`config.mk`:
```
export PLATFORM = sky130hd
export DESIGN_NAME = switch_allocator
export DESIGN_NICKNAME = d
export VERILOG_FILES = /design/src/rtl/noc_pkg.sv /design/src/rtl/rr_lock_arb.sv /design/src/rtl/switch_allocator.sv
export SDC_FILE = /design/constraint.sdc
export NUM_CORES = 1
export LEC_CHECK = 0
export ABC_AREA = 1
export CORE_MARGIN = 2
export CORE_UTILIZATION = 40
export DETAILED_ROUTE_END_ITERATION = 6
export SYNTH_ARGS = -nofsm -noshare
export SYNTH_HDL_FRONTEND = slang
export SYNTH_SLANG_ARGS = --single-unit
```
`constraint.sdc`:
```
create_clock -name clk -period 7.85 [get_ports clk]
set_clock_uncertainty 0.2 [all_clocks]
set_input_delay 0.785 -clock clk [delete_from_list [all_inputs] [get_ports clk]]
set_output_delay 0.785 -clock clk [all_outputs]
set_load 0.05 [all_outputs]
```
`src/rtl/noc_pkg.sv`:
```
// Shared NoC definitions: port numbering, the "no grant" select code and the
// per-output lock state used by the switch allocator.
package noc_pkg;

    localparam int NUM_PORTS = 5;

    localparam logic [2:0] PORT_N    = 3'd0;
    localparam logic [2:0] PORT_S    = 3'd1;
    localparam logic [2:0] PORT_E    = 3'd2;
    localparam logic [2:0] PORT_W    = 3'd3;
    localparam logic [2:0] PORT_L    = 3'd4;
    localparam logic [2:0] PORT_NONE = 3'b111;

    typedef enum logic {
        LOCK_IDLE   = 1'b0,
        LOCK_LOCKED = 1'b1
    } lock_state_t;

endpackage

```
`src/rtl/rr_lock_arb.sv`:
```
// One output's arbiter: round-robin search among requesting inputs, then holds
// the output for the winner until its tail flit goes through (wormhole lock).
module rr_lock_arb #(
    parameter int NUM_PORTS = noc_pkg::NUM_PORTS
) (
    input  logic                 clk,
    input  logic                 rst,
    input  logic [NUM_PORTS-1:0] req,
    input  logic [NUM_PORTS-1:0] tail,
    input  logic                 full,
    output logic                 grant,
    output logic [2:0]           winner
);

    noc_pkg::lock_state_t state_q, state_d;
    logic [2:0] owner_q, owner_d;
    logic [2:0] ptr_q, ptr_d;
    logic       search_hit;
    logic [2:0] search_win;

    function automatic logic [2:0] next_port(input logic [2:0] p);
        return (int'(p) == NUM_PORTS - 1) ? 3'd0 : p + 3'd1;
    endfunction

    // Walk from the highest offset down so the closest requester to ptr wins.
    function automatic logic [3:0] rr_pick(input logic [NUM_PORTS-1:0] r,
                                           input logic [2:0] p);
        logic [3:0] res;
        int         idx;
        res = {1'b0, noc_pkg::PORT_NONE};
        for (int k = NUM_PORTS - 1; k >= 0; k--) begin
            idx = int'(p) + k;
            if (idx >= NUM_PORTS) idx = idx - NUM_PORTS;
            if (r[idx]) res = {1'b1, 3'(idx)};
        end
        return res;
    endfunction

    always_comb begin
        {search_hit, search_win} = rr_pick(req, ptr_q);
    end

    always_comb begin
        grant   = 1'b0;
        winner  = noc_pkg::PORT_NONE;
        state_d = state_q;
        owner_d = owner_q;
        ptr_d   = ptr_q;
        if (!full) begin
            case (state_q)
                noc_pkg::LOCK_IDLE: begin
                    if (search_hit) begin
                        grant  = 1'b1;
                        winner = search_win;
                        if (tail[search_win]) begin
                            ptr_d = next_port(search_win);
                        end else begin
                            state_d = noc_pkg::LOCK_LOCKED;
                            owner_d = search_win;
                        end
                    end
                end
                noc_pkg::LOCK_LOCKED: begin
                    if (req[owner_q]) begin
                        grant  = 1'b1;
                        winner = owner_q;
                        if (tail[owner_q]) begin
                            state_d = noc_pkg::LOCK_IDLE;
                            ptr_d   = next_port(owner_q);
                        end
                    end
                end
                default: state_d = noc_pkg::LOCK_IDLE;
            endcase
        end
    end

    always_ff @(posedge clk or posedge rst) begin
        if (rst) begin
            state_q <= noc_pkg::LOCK_IDLE;
            owner_q <= 3'd0;
            ptr_q   <= 3'd0;
        end else begin
            state_q <= state_d;
            owner_q <= owner_d;
            ptr_q   <= ptr_d;
        end
    end

endmodule

```
`src/rtl/switch_allocator.sv`:
```
// Router switch allocator: one lock/round-robin arbiter per output, combinational
// grants, crossbar selects and FIFO pops, plus a sticky bad-port error flag.
module switch_allocator #(
    parameter int NUM_PORTS = noc_pkg::NUM_PORTS
) (
    input  logic                   clk,
    input  logic                   rst,
    input  logic [NUM_PORTS-1:0]   req_valid_i,
    input  logic [3*NUM_PORTS-1:0] req_port_i,
    input  logic [NUM_PORTS-1:0]   req_tail_i,
    input  logic [NUM_PORTS-1:0]   out_full_i,
    output logic [3*NUM_PORTS-1:0] grant_sel_o,
    output logic [NUM_PORTS-1:0]   out_en_o,
    output logic [NUM_PORTS-1:0]   in_pop_o,
    output logic                   err_o
);

    logic [NUM_PORTS-1:0] req_mat [NUM_PORTS];
    logic [NUM_PORTS-1:0] arb_grant;
    logic [2:0]           arb_winner [NUM_PORTS];
    logic                 bad_req;

    // Codes at or above NUM_PORTS match no output, so they are never granted.
    always_comb begin
        bad_req = 1'b0;
        for (int o = 0; o < NUM_PORTS; o++) begin
            for (int i = 0; i < NUM_PORTS; i++) begin
                req_mat[o][i] = req_valid_i[i] && (int'(req_port_i[3*i +: 3]) == o);
            end
        end
        for (int i = 0; i < NUM_PORTS; i++) begin
            if (req_valid_i[i] && (int'(req_port_i[3*i +: 3]) >= NUM_PORTS)) bad_req = 1'b1;
        end
    end

    for (genvar o = 0; o < NUM_PORTS; o++) begin : g_out
        rr_lock_arb #(.NUM_PORTS(NUM_PORTS)) u_arb (
            .clk    (clk),
            .rst    (rst),
            .req    (req_mat[o]),
            .tail   (req_tail_i),
            .full   (out_full_i[o]),
            .grant  (arb_grant[o]),
            .winner (arb_winner[o])
        );
    end

    // Grants are combinational, so they are masked while reset is held.
    always_comb begin
        grant_sel_o = '1;
        out_en_o    = '0;
        in_pop_o    = '0;
        if (!rst) begin
            for (int o = 0; o < NUM_PORTS; o++) begin
                if (arb_grant[o]) begin
                    grant_sel_o[3*o +: 3] = arb_winner[o];
                    out_en_o[o]           = 1'b1;
                    in_pop_o[arb_winner[o]] = 1'b1;
                end
            end
        end
    end

    always_ff @(posedge clk or posedge rst) begin
        if (rst) begin
            err_o <= 1'b0;
        end else if (bad_req) begin
            err_o <= 1'b1;
        end
    end

endmodule

```
==> reports/qor.csv, run 1 <==
stage,metric,value,unit
status,status,finished clean,
die,die area,0.0233,mm2
sta,minimum clock period,5.89,ns
worst_setup_path,CP startpoint,g_out[3].u_arb.ptr_q[0],
worst_hold_path,hold_sp,g_out[4].u_arb.owner_q[2],
synthesis,"Distinct cells, synth",55,
synthesis,"EDFF count, synth",0,
worst_setup_path,CP Class,reg -> out,
cells_and_area,layout cells sized above 1,10.2,%
sta,Slew HR,53.6,%
cts,clock slew at reported path FFs,0.06,ns
global_routing,GR Util All Layers,23.6,%
die,Die X,153,um
placed_design,area post-placement,0.00964,mm2
routing,Top Metal Used,met4,
die,starting density of the core,40.7,%
cts,post-CTS setup buffer count,0,
routing,DRT iter0 DRCs,664,
routing,drc violations,0,
cells_and_area,Util after Layout,45.0,%
routing,DR WL met2,12.6,mm
routing,vias per cell,5.30,
routing,Routed wire per std cell,14.6,um
routing,Final ANT Viol Nets,0,
worst_setup_path,Worst Path Required,6.86,ns
cts,post-cts sizing count,0,
worst_setup_path,CP Capture Type,primary output,
worst_hold_path,HP Class,reg -> reg,
die,I/O pin count,58,
cts,H-tree levels,2,
placed_design,I/O Buffers,57,
global_routing,first-pass GRT wire length,46.0,mm
global_routing,gr ovfl total,0,
placed_design,GP Congestion,0.899,
cells_and_area,fin cells,1900,
worst_setup_path,CP startpoint kind,flip-flop,
synthesis,area of the mapped netlist,0.00885,mm2
cells_and_area,area added between synthesis and finish,10.7,%
global_routing,initial antenna violation count,1,
cells_and_area,# fillers,2373,
worst_setup_path,CP Max Fanout,17,
sta,final hold viol count,0,
sta,fin. max-slew vios,0,
synthesis,register area share after synthesis,10.2,%
sta,Tightest Pin Transition,0.693,ns
worst_setup_path,"Arr. time, crit path",4.90,ns
cts,Max Buffers Root-to-Sink,2,
cts,hold_buf cts,0,
global_routing,largest net degree at the start of global routing,52,
cts,later-pin clock latency in the skew report,0.30,ns
placed_design,# placed instances,1893,
routing,met3 wire len,1.28,mm
die,Die H,153,um
synthesis,Synth Flop Type,dfrtp_1,
cells_and_area,most frequent cells in the layout,"543 x nand2_1, 254 x nand3_1, 184 x inv_1",
cells_and_area,post-layout net count,1725,
global_routing,vias in the first global route,9216,
run,max-cap viol count,0,
cts,number of clock sinks,36,
placed_design,HPWL after DPL,22.2,mm
die,row cnt,54,
cts,CTS tree,built,
cells_and_area,"commonest non-fill, non-tap cell in the layout",nand2_1,
synthesis,"flops & latches, synth",36,
die,core footprint,0.0218,mm2
synthesis,Post-Syn Instances,1577,
sta,# setup viols final,0,
cells_and_area,design area,0.00980,mm2
routing,Initial DRT Pass Iterations,6,
sta,maximum clock frequency,170,MHz
sta,Final period util,75.0,%
cts,CTS root buffer,clkbuf_16,
synthesis,Post-Syn Nets,1682,
routing,drt total wl,27.8,mm
routing,WL met1,13.3,mm
synthesis,Ys Warns,0,
routing,overall via count from detail_route,10100,
worst_setup_path,r2r startpoint,g_out[3].u_arb.ptr_q[0],
synthesis,syn_area_per_cell,5.61,um2
cells_and_area,number of antenna diodes,0,
sta,setup_tns,0,ns
synthesis,ys async rst share,100,%
cts,CTS Buf Count,5,
sta,RSZ-0062 raised after global routing,no,
## metal layers
layer	GRT usage (%)	up-vias
met3	1.85	34
met5	0	-
met1	33.4	4557
li1	-	5206
met2	38.5	277
met4	7.01	0
## state kept, by name, indices dropped and copies added, names as in the netlist
register	count
g_out.u_arb.owner_q	15
g_out.u_arb.ptr_q	15
g_out.u_arb.state_q	5
err_o	1
## cell families after synthesis
| logic type | after synthesis | share of synthesized area, % |
|---|---|---|
| simple gates | 1019 | 52.7 |
| buf+inv | 247 | 11.1 |
| compound gates | 179 | 12.6 |
| fa+ha+maj | 73 | 10.7 |
| flops | 36 | 10.2 |
| xor+xnor | 23 | 2.66 |
## metrics by stage
stage | worst slack (ns) | hold WS (ns)
after floorplan | 3.39 | 0.301
after detailed placement | 2.38 | 0.359
after CTS | 2.03 | 0.372
after global routing | 1.52 | 0.421
final | 1.96 | 0.392
after global placement | 2.32 | 0.370
## worst max-delay path, stage by stage, from the launching register on
cell and delay, ns:
dfrtp_1 0.62, inv_2 0.30, ha_1 0.18, inv_1 0.06
fa_1 0.39, inv_1 0.07, nand2_1 0.11, o21ai_0 0.39
nand3_1 0.13, nand3_1 0.12, nand2_2 0.10, nor2_1 0.09
nand2_1 0.05, nand2_1 0.05, nand2_1 0.05, nand2_1 0.06
nand2_1 0.15, a21oi_2 0.34, nand3_1 0.14, nand3_1 0.12
nor2_1 0.05, nor2_1 0.18, clkdlybuf4s50_1 0.86
## cell type report
type                       instances  area [um2]  share of cell area [%]
tap                              280         350                    3.58
timing repair buffer              58         578                    5.90
inverter                         225         847                    8.65
sequential                        36         901                    9.20
multi-input combinational       1294        6970                    71.1
clock buffer                       7         153                    1.56
## cells in the mapped netlist (3+ instances only)
library cell / instances / share of area [%]
o22ai_1: 6 / 0.42
nand2_2: 46 / 3.3
nor3_1: 5 / 0.28
o21a_1: 3 / 0.25
nand3_2: 15 / 1.7
buf_2: 3 / 0.17
nand2_4: 12 / 1.5
clkbuf_1: 11 / 0.47
fa_1: 5 / 1.1
o21ai_2: 5 / 0.49
o21ai_0: 45 / 2.5
xnor2_1: 9 / 0.89
nand4_1: 21 / 1.5
nand3_1: 254 / 14
o311ai_0: 3 / 0.30
nand2_1: 543 / 23
inv_2: 33 / 1.4
dfrtp_1: 36 / 10
nor2_2: 12 / 0.85
nor3_2: 6 / 0.68
a31oi_1: 9 / 0.64
xor2_1: 11 / 1.1
o211ai_1: 6 / 0.51
a21oi_2: 12 / 1.2
o21ai_1: 21 / 1.2
inv_1: 185 / 7.8
nor2_1: 89 / 3.8
o2111ai_1: 3 / 0.30
ha_1: 68 / 9.6
buf_4: 4 / 0.34
a21oi_1: 51 / 2.9
nand3b_1: 8 / 0.68
buf_6: 4 / 0.51
clkinv_1: 6 / 0.25
## worst paths after layout
| check | to | slack, ns | cells after the start |
|---|---|---|---|
| hold reg to reg | g_out[4].u_arb.owner_q[2] | 0.39 | 2 |
| min in group asynchronous | g_out[1].u_arb.owner_q[0] | 1.24 | 3 |
| max in group asynchronous | g_out[3].u_arb.state_q | 5.76 | 3 |
| setup reg to reg | g_out[3].u_arb.ptr_q[2] | 3.75 | 24 |
| hold / removal | g_out[4].u_arb.owner_q[2] | 0.39 | 2 |
| setup / recovery | in_pop_o[0] | 1.96 | 22 |
Power of run 1 is not shown: default switching activity piles up to over one toggle a cycle in this logic, so the estimate is an artifact.
==> inputs of run 2 (changes only) <==
==> constraint.sdc (replaced) <==
create_clock -name clk -period 5.6 [get_ports clk]
set_clock_uncertainty 0.2 [all_clocks]
set_input_delay 0.56 -clock clk [delete_from_list [all_inputs] [get_ports clk]]
set_output_delay 0.56 -clock clk [all_outputs]
set_load 0.05 [all_outputs]
==> run 2 against run 1 <==
Compared with the run above: wire length down 0.79%; global-route usage down 0.31 points; non-clock buffer count up 7; clock-buffer cell count down 1; sequential cell count unchanged; hold slack worse by 0.021 ns; critical path depth down 2; cell count up 0.42%; sequential share of layout area down 0.057 points; via count down 0.28%; register-to-register slack worse by 1.9 ns; first-iteration DRC count up 14%.
==> reports/qor.csv, run 2 (synthesis gave the netlist of run 1 again) <==
stage,metric,value,unit,change
status,status,finished clean,,unchanged
die,core footprint,0.0218,mm2,unchanged
worst_setup_path,Worst Path Required,4.84,ns,was 6.86 ns
die,Die H,153,um,unchanged
worst_setup_path,CP Capture Type,primary output,,unchanged
cells_and_area,number of antenna diodes,0,,unchanged
cells_and_area,area added between synthesis and finish,11.4,%,was 10.7%
cts,CTS Buf Count,5,,unchanged
cells_and_area,layout cells sized above 1,10.6,%,was 10.2%
sta,Final period util,90.1,%,
routing,overall via count from detail_route,10000,,was 10100
routing,drc violations,0,,unchanged
worst_hold_path,Min-Delay Path Depth,2,,unchanged
die,starting density of the core,40.7,%,unchanged
routing,Routed wire per std cell,14.5,um,was 14.6 um
run,max-cap viol count,0,,unchanged
cts,clock slew at reported path FFs,0.07,ns,was 0.06 ns
cells_and_area,post-layout net count,1732,,was 1725
global_routing,largest net degree at the start of global routing,43,,was 52
sta,Slew HR,37.5,%,was 53.6%
sta,setup_tns,0,ns,unchanged
global_routing,initial antenna violation count,1,,unchanged
die,Die X,153,um,unchanged
cts,Max Buffers Root-to-Sink,2,,unchanged
global_routing,gr ovfl total,0,,unchanged
global_routing,GR Util All Layers,23.3,%,was 23.6%
worst_setup_path,"Arr. time, crit path",4.28,ns,was 4.90 ns
cts,later-pin clock latency in the skew report,0.29,ns,was 0.30 ns
placed_design,HPWL after DPL,22.2,mm,about the same
worst_hold_path,HP Class,reg -> reg,,unchanged
die,row cnt,54,,unchanged
worst_setup_path,worst reg2reg endpoint,g_out[2].u_arb.ptr_q[2],,was g_out[3].u_arb.ptr_q[2]
sta,Tightest Pin Transition,0.937,ns,was 0.693 ns
worst_setup_path,CP Class,reg -> out,,unchanged
routing,Initial DRT Pass Iterations,6,,unchanged
sta,maximum clock frequency,198,MHz,
worst_setup_path,Worst Reg-to-Reg Cells,23,,was 24
routing,DRT iter0 DRCs,756,,was 664
cts,post-CTS setup buffer count,0,,unchanged
cts,CTS root buffer,clkbuf_16,,unchanged
cts,hold_buf cts,0,,unchanged
global_routing,vias in the first global route,9130,,was 9216
cells_and_area,top flop regs,"g_out.u_arb.owner_q: 15 flops, g_out.u_arb.ptr_q: 15 flops, g_out.u_arb.state_q: 5 flops",,unchanged
global_routing,first-pass GRT wire length,45.4,mm,was 46.0 mm
sta,final hold viol count,0,,unchanged
worst_setup_path,r2r startpoint,g_out[2].u_arb.ptr_q[1],,was g_out[3].u_arb.ptr_q[0]
placed_design,GP Congestion,0.904,,was 0.899
sta,Worst Hold Margin,0.370,ns,was 0.392 ns
die,I/O pin count,58,,unchanged
routing,Final ANT Viol Nets,0,,unchanged
sta,RSZ-0062 raised after global routing,no,,unchanged
cts,H-tree levels,2,,unchanged
cells_and_area,most frequent cells in the layout,"543 x nand2_1, 254 x nand3_1, 184 x inv_1",,unchanged
die,die area,0.0233,mm2,unchanged
sta,# setup viols final,0,,unchanged
worst_setup_path,CP Max Fanout,8,,was 17
worst_hold_path,hold path endpoint,g_out[2].u_arb.owner_q[1],,was g_out[4].u_arb.owner_q[2]
placed_design,I/O Buffers,57,,unchanged
worst_setup_path,r2r setup slk,1.84,ns,was 3.75 ns
cts,number of clock sinks,36,,unchanged
cells_and_area,"commonest non-fill, non-tap cell in the layout",nand2_1,,unchanged
worst_hold_path,hold_sp,g_out[2].u_arb.owner_q[1],,was g_out[4].u_arb.owner_q[2]
cts,CTS tree,built,,unchanged
worst_setup_path,CP startpoint kind,flip-flop,,unchanged
sta,minimum clock period,5.04,ns,
routing,drt total wl,27.6,mm,was 27.8 mm
sta,fin. max-slew vios,0,,unchanged
routing,vias per cell,5.27,,was 5.30
cells_and_area,Util after Layout,45.3,%,was 45.0%
run 2: cell types whose count changed in the layout (fill, tap and decap cells not counted), sizes merged:
cell and delta:
clkinv +2, clkdlybuf4s50 -5, dlymetal6s2s +5, clkbuf -1, buf +7
run 2: area by class of cell:
type	instances	area [um2]
multi-input cells	1294	6970
well taps	280	350
clock buffers	6	139
clock inverters	2	10.0
fillers	2366	11900
repair buffers	65	643
inverters	225	847
flip-flops and latches	36	901
run 2: metal layers:
layer / share of wire (%) / up-vias / track usage [%]
met3: 5.2 / 30 / 1.62
met4: 2.2 / 0 / 6.31
met5: 0 / - / 0
met1: 47 / 4519 / 32.8
li1: - / 5215 / -
met2: 45 / 282 / 38.7
run 2: worst max-delay path: stages, from the launching register on:
cell             delay [ns]
dfrtp_1                0.50
inv_1                  0.24
ha_1                   0.27
inv_1                  0.06
ha_1                   0.20
nor2_1                 0.16
nor2_2                 0.09
o21ai_1                0.30
inv_1                  0.10
nand3_1                0.08
nand3b_1               0.09
nand2_2                0.12
nand2_1                0.09
nor2_2                 0.13
nand3_1                0.19
nand3_1                0.12
inv_1                  0.05
nand2_1                0.15
inv_1                  0.10
nand2_1                0.11
clkdlybuf4s50_1        0.84
run 2: what timing repair did:
action	in CTS	in global routing
resized for setup	0	5
endpoints found under the setup margin	0	5
hold endpoints to repair	0	0
run 2: stage by stage:
step / worst slack [ns] / cell area (um2) / instances
floorplan: 1.37 / 8850 / 1577
global placement: 0.685 / 9700 / 1900
detailed placement: 0.651 / 9700 / 1900
CTS: 0.303 / 9850 / 1908
global route: 0.178 / 9860 / 1908
finish: 0.557 / 9860 / 1908
run 2: worst max-delay path by stage:
| stage | slack [ns] | to | from |
|---|---|---|---|
| floorplan | 1.37 | in_pop_o[2] | g_out[0].u_arb.ptr_q[0] |
| global placement | 0.68 | in_pop_o[0] | req_port_i[0] |
| detailed placement | 0.65 | in_pop_o[4] | g_out[4].u_arb.ptr_q[0] |
| CTS | 0.30 | in_pop_o[4] | g_out[4].u_arb.ptr_q[0] |
| global route | 0.18 | grant_sel_o[9] | g_out[3].u_arb.ptr_q[1] |
| finish | 0.56 | grant_sel_o[9] | g_out[3].u_arb.ptr_q[1] |
Power of run 2 is left out for the same reason.
==> inputs of run 3 (changes only) <==
--- a/config.mk
+++ b/config.mk
@@ -9,6 +9,7 @@
 export CORE_MARGIN = 2
 export CORE_UTILIZATION = 40
 export DETAILED_ROUTE_END_ITERATION = 6
+export GPL_TIMING_DRIVEN = 0
 export SYNTH_ARGS = -nofsm -noshare
 export SYNTH_HDL_FRONTEND = slang
 export SYNTH_SLANG_ARGS = --single-unit
==> constraint.sdc (replaced) <==
create_clock -name clk -period 4.59 [get_ports clk]
set_clock_uncertainty 0.2 [all_clocks]
set_input_delay 0.459 -clock clk [delete_from_list [all_inputs] [get_ports clk]]
set_output_delay 0.459 -clock clk [all_outputs]
set_load 0.05 [all_outputs]
==> run 3 against run 2 <==
Compared with the run above: clock-buffer cell count grew 1; critical path depth up 1; global-route usage grew 0.25 points; wire length increased by 2.1%; worst setup slack lost 0.32 ns; sequential share of layout area shrank 0.17 points; critical path type unchanged.
==> reports/qor.csv, run 3 (synthesis gave the netlist of run 1 again) <==
stage,metric,value,unit,change
routing,Final ANT Viol Nets,0,,unchanged
routing,Top Metal Used,met4,,unchanged
worst_setup_path,Worst Path Required,3.93,ns,was 4.84 ns
status,status,finished clean,,unchanged
cts,H-tree levels,2,,unchanged
cells_and_area,layout cells sized above 1,15.0,%,was 10.6%
run,max-cap viol count,0,,unchanged
die,Die X,153,um,unchanged
routing,DRT iter0 DRCs,597,,was 756
placed_design,HPWL after DPL,22.4,mm,was 22.2 mm
cts,CTS tree,built,,unchanged
cells_and_area,"commonest non-fill, non-tap cell in the layout",nand2_1,,unchanged
die,Die H,153,um,unchanged
placed_design,GP Congestion,0.910,,was 0.904
cts,number of clock sinks,36,,unchanged
worst_setup_path,r2r setup slk,0.92,ns,was 1.84 ns
cells_and_area,area added between synthesis and finish,15.2,%,was 11.4%
global_routing,gr ovfl total,0,,unchanged
sta,fin. max-slew vios,0,,unchanged
die,core footprint,0.0218,mm2,unchanged
sta,Slew HR,48.5,%,was 37.5%
cells_and_area,number of antenna diodes,0,,unchanged
cts,clock slew at reported path FFs,0.06,ns,was 0.07 ns
routing,overall via count from detail_route,10200,,was 10000
placed_design,area post-placement,0.00978,mm2,was 0.00970 mm2
global_routing,largest net degree at the start of global routing,28,,was 43
routing,WL met1,13.1,mm,was 13.0 mm
cells_and_area,design area,0.0102,mm2,was 0.00986 mm2
worst_setup_path,"Arr. time, crit path",3.69,ns,was 4.28 ns
cts,CTS root buffer,clkbuf_16,,unchanged
sta,maximum clock frequency,230,MHz,
worst_setup_path,CP Max Fanout,7,,was 8
sta,final hold viol count,0,,unchanged
cells_and_area,top flop regs,"g_out.u_arb.owner_q: 15 flops, g_out.u_arb.ptr_q: 15 flops, g_out.u_arb.state_q: 5 flops",,unchanged
sta,fin worst setup slack,0.241,ns,was 0.557 ns
global_routing,initial antenna violation count,0,,was 1
routing,Initial DRT Pass Iterations,5,,was 6
global_routing,first-pass GRT wire length,46.0,mm,was 45.4 mm
die,I/O pin count,58,,unchanged
global_routing,vias in the first global route,9296,,was 9130
sta,minimum clock period,4.35,ns,
global_routing,GR Util All Layers,23.6,%,was 23.3%
placed_design,I/O Buffers,56,,was 57
worst_setup_path,CP startpoint kind,flip-flop,,unchanged
placed_design,pre-CTS worst setup slack,-0.503,ns,was 0.651 ns
routing,drc violations,0,,unchanged
cells_and_area,Util after Layout,46.8,%,was 45.3%
cts,Max Buffers Root-to-Sink,2,,unchanged
sta,# setup viols final,0,,unchanged
sta,Tightest Pin Transition,0.773,ns,was 0.937 ns
cells_and_area,post-layout net count,1752,,was 1732
cts,CTS Buf Count,5,,unchanged
routing,drt total wl,28.2,mm,was 27.6 mm
cells_and_area,most frequent cells in the layout,"531 x nand2_1, 253 x nand3_1, 180 x inv_1",,"was 543 x nand2_1, 254 x nand3_1, 184 x inv_1"
routing,vias per cell,5.29,,was 5.27
routing,Routed wire per std cell,14.6,um,was 14.5 um
cts,later-pin clock latency in the skew report,0.29,ns,about the same
sta,RSZ-0062 raised after global routing,yes,,was no
worst_setup_path,CP Capture Type,primary output,,unchanged
die,starting density of the core,40.7,%,unchanged
cts,hold_buf cts,0,,unchanged
worst_setup_path,CP Class,reg -> out,,unchanged
die,row cnt,54,,unchanged
sta,Final period util,94.7,%,
worst_hold_path,HP Class,reg -> reg,,unchanged
routing,DR WL met2,12.7,mm,was 12.5 mm
die,die area,0.0233,mm2,unchanged
routing,met3 wire len,1.43,mm,was 1.45 mm
## run 3: cell count changes in the layout (fill, tap and decap cells not counted), sizes merged
cell	before	now
clkdlybuf4s50	52	32
buf	8	23
clkbuf	6	21
dlygate4sd2	0	11
clkdlybuf4s15	0	4
dlymetal6s2s	5	1
clkinv	8	6
## run 3: final timing paths
check / startpoint / cells past startpoint / end
setup / recovery: g_out[1].u_arb.ptr_q[1] / 21 / in_pop_o[3]
hold / removal: g_out[3].u_arb.ptr_q[1] / 2 / g_out[3].u_arb.ptr_q[1]
setup reg to reg: g_out[2].u_arb.ptr_q[1] / 23 / g_out[2].u_arb.ptr_q[2]
hold reg to reg: g_out[3].u_arb.ptr_q[1] / 2 / g_out[3].u_arb.ptr_q[1]
max in group asynchronous: rst / 4 / g_out[0].u_arb.ptr_q[1]
min in group asynchronous: rst / 3 / g_out[3].u_arb.owner_q[1]
## run 3: worst max-delay path, stage by stage (launching register included)
cell and delay [ns]:
dfrtp_2 0.48, inv_4 0.12, ha_2 0.21, inv_1 0.05, ha_1 0.21, a21oi_4 0.22
xor2_2 0.24, nand2_1 0.08, nand3_1 0.10, nand2_1 0.07, nand2_2 0.10, o21ai_2 0.12
nor2_2 0.15, nand4_1 0.26, nand2_1 0.15, inv_1 0.06, nand2_2 0.11, nand3_1 0.09
nand3_1 0.10, nor2_1 0.05, nor2_1 0.21, buf_6 0.20
## run 3: through the flow
step / hold slack [ns] / cells / setup TNS [ns]
after floorplan: 0.301 / 1577 / 0
after global placement: 0.366 / 1913 / -4.68
after detailed placement: 0.372 / 1914 / -2.72
after CTS: 0.387 / 1921 / 0
after global routing: 0.416 / 1927 / -0.0614
final: 0.392 / 1927 / 0
## run 3: routing by layer
metal	global-route usage (%)	vias up
met5	0	-
met3	2.05	41
met1	32.5	4613
met2	38.6	281
li1	-	5263
met4	8.25	0
## run 3: layout make-up
| type | count | area (um2) |
|---|---|---|
| clock buffers | 7 | 153 |
| multi-input cells | 1294 | 7170 |
| flip-flops and latches | 36 | 913 |
| well taps | 280 | 350 |
| plain buffers | 22 | 133 |
| fillers | 2406 | 11600 |
| repair buffers | 63 | 606 |
| inverters | 225 | 862 |
## run 3: timing repair
action	in CTS	in global routing
resized for setup	63	81
buffers inserted	0	6
setup endpoints to repair	24	24
pin swaps	1	9
Power of run 3 is left out for the same reason.
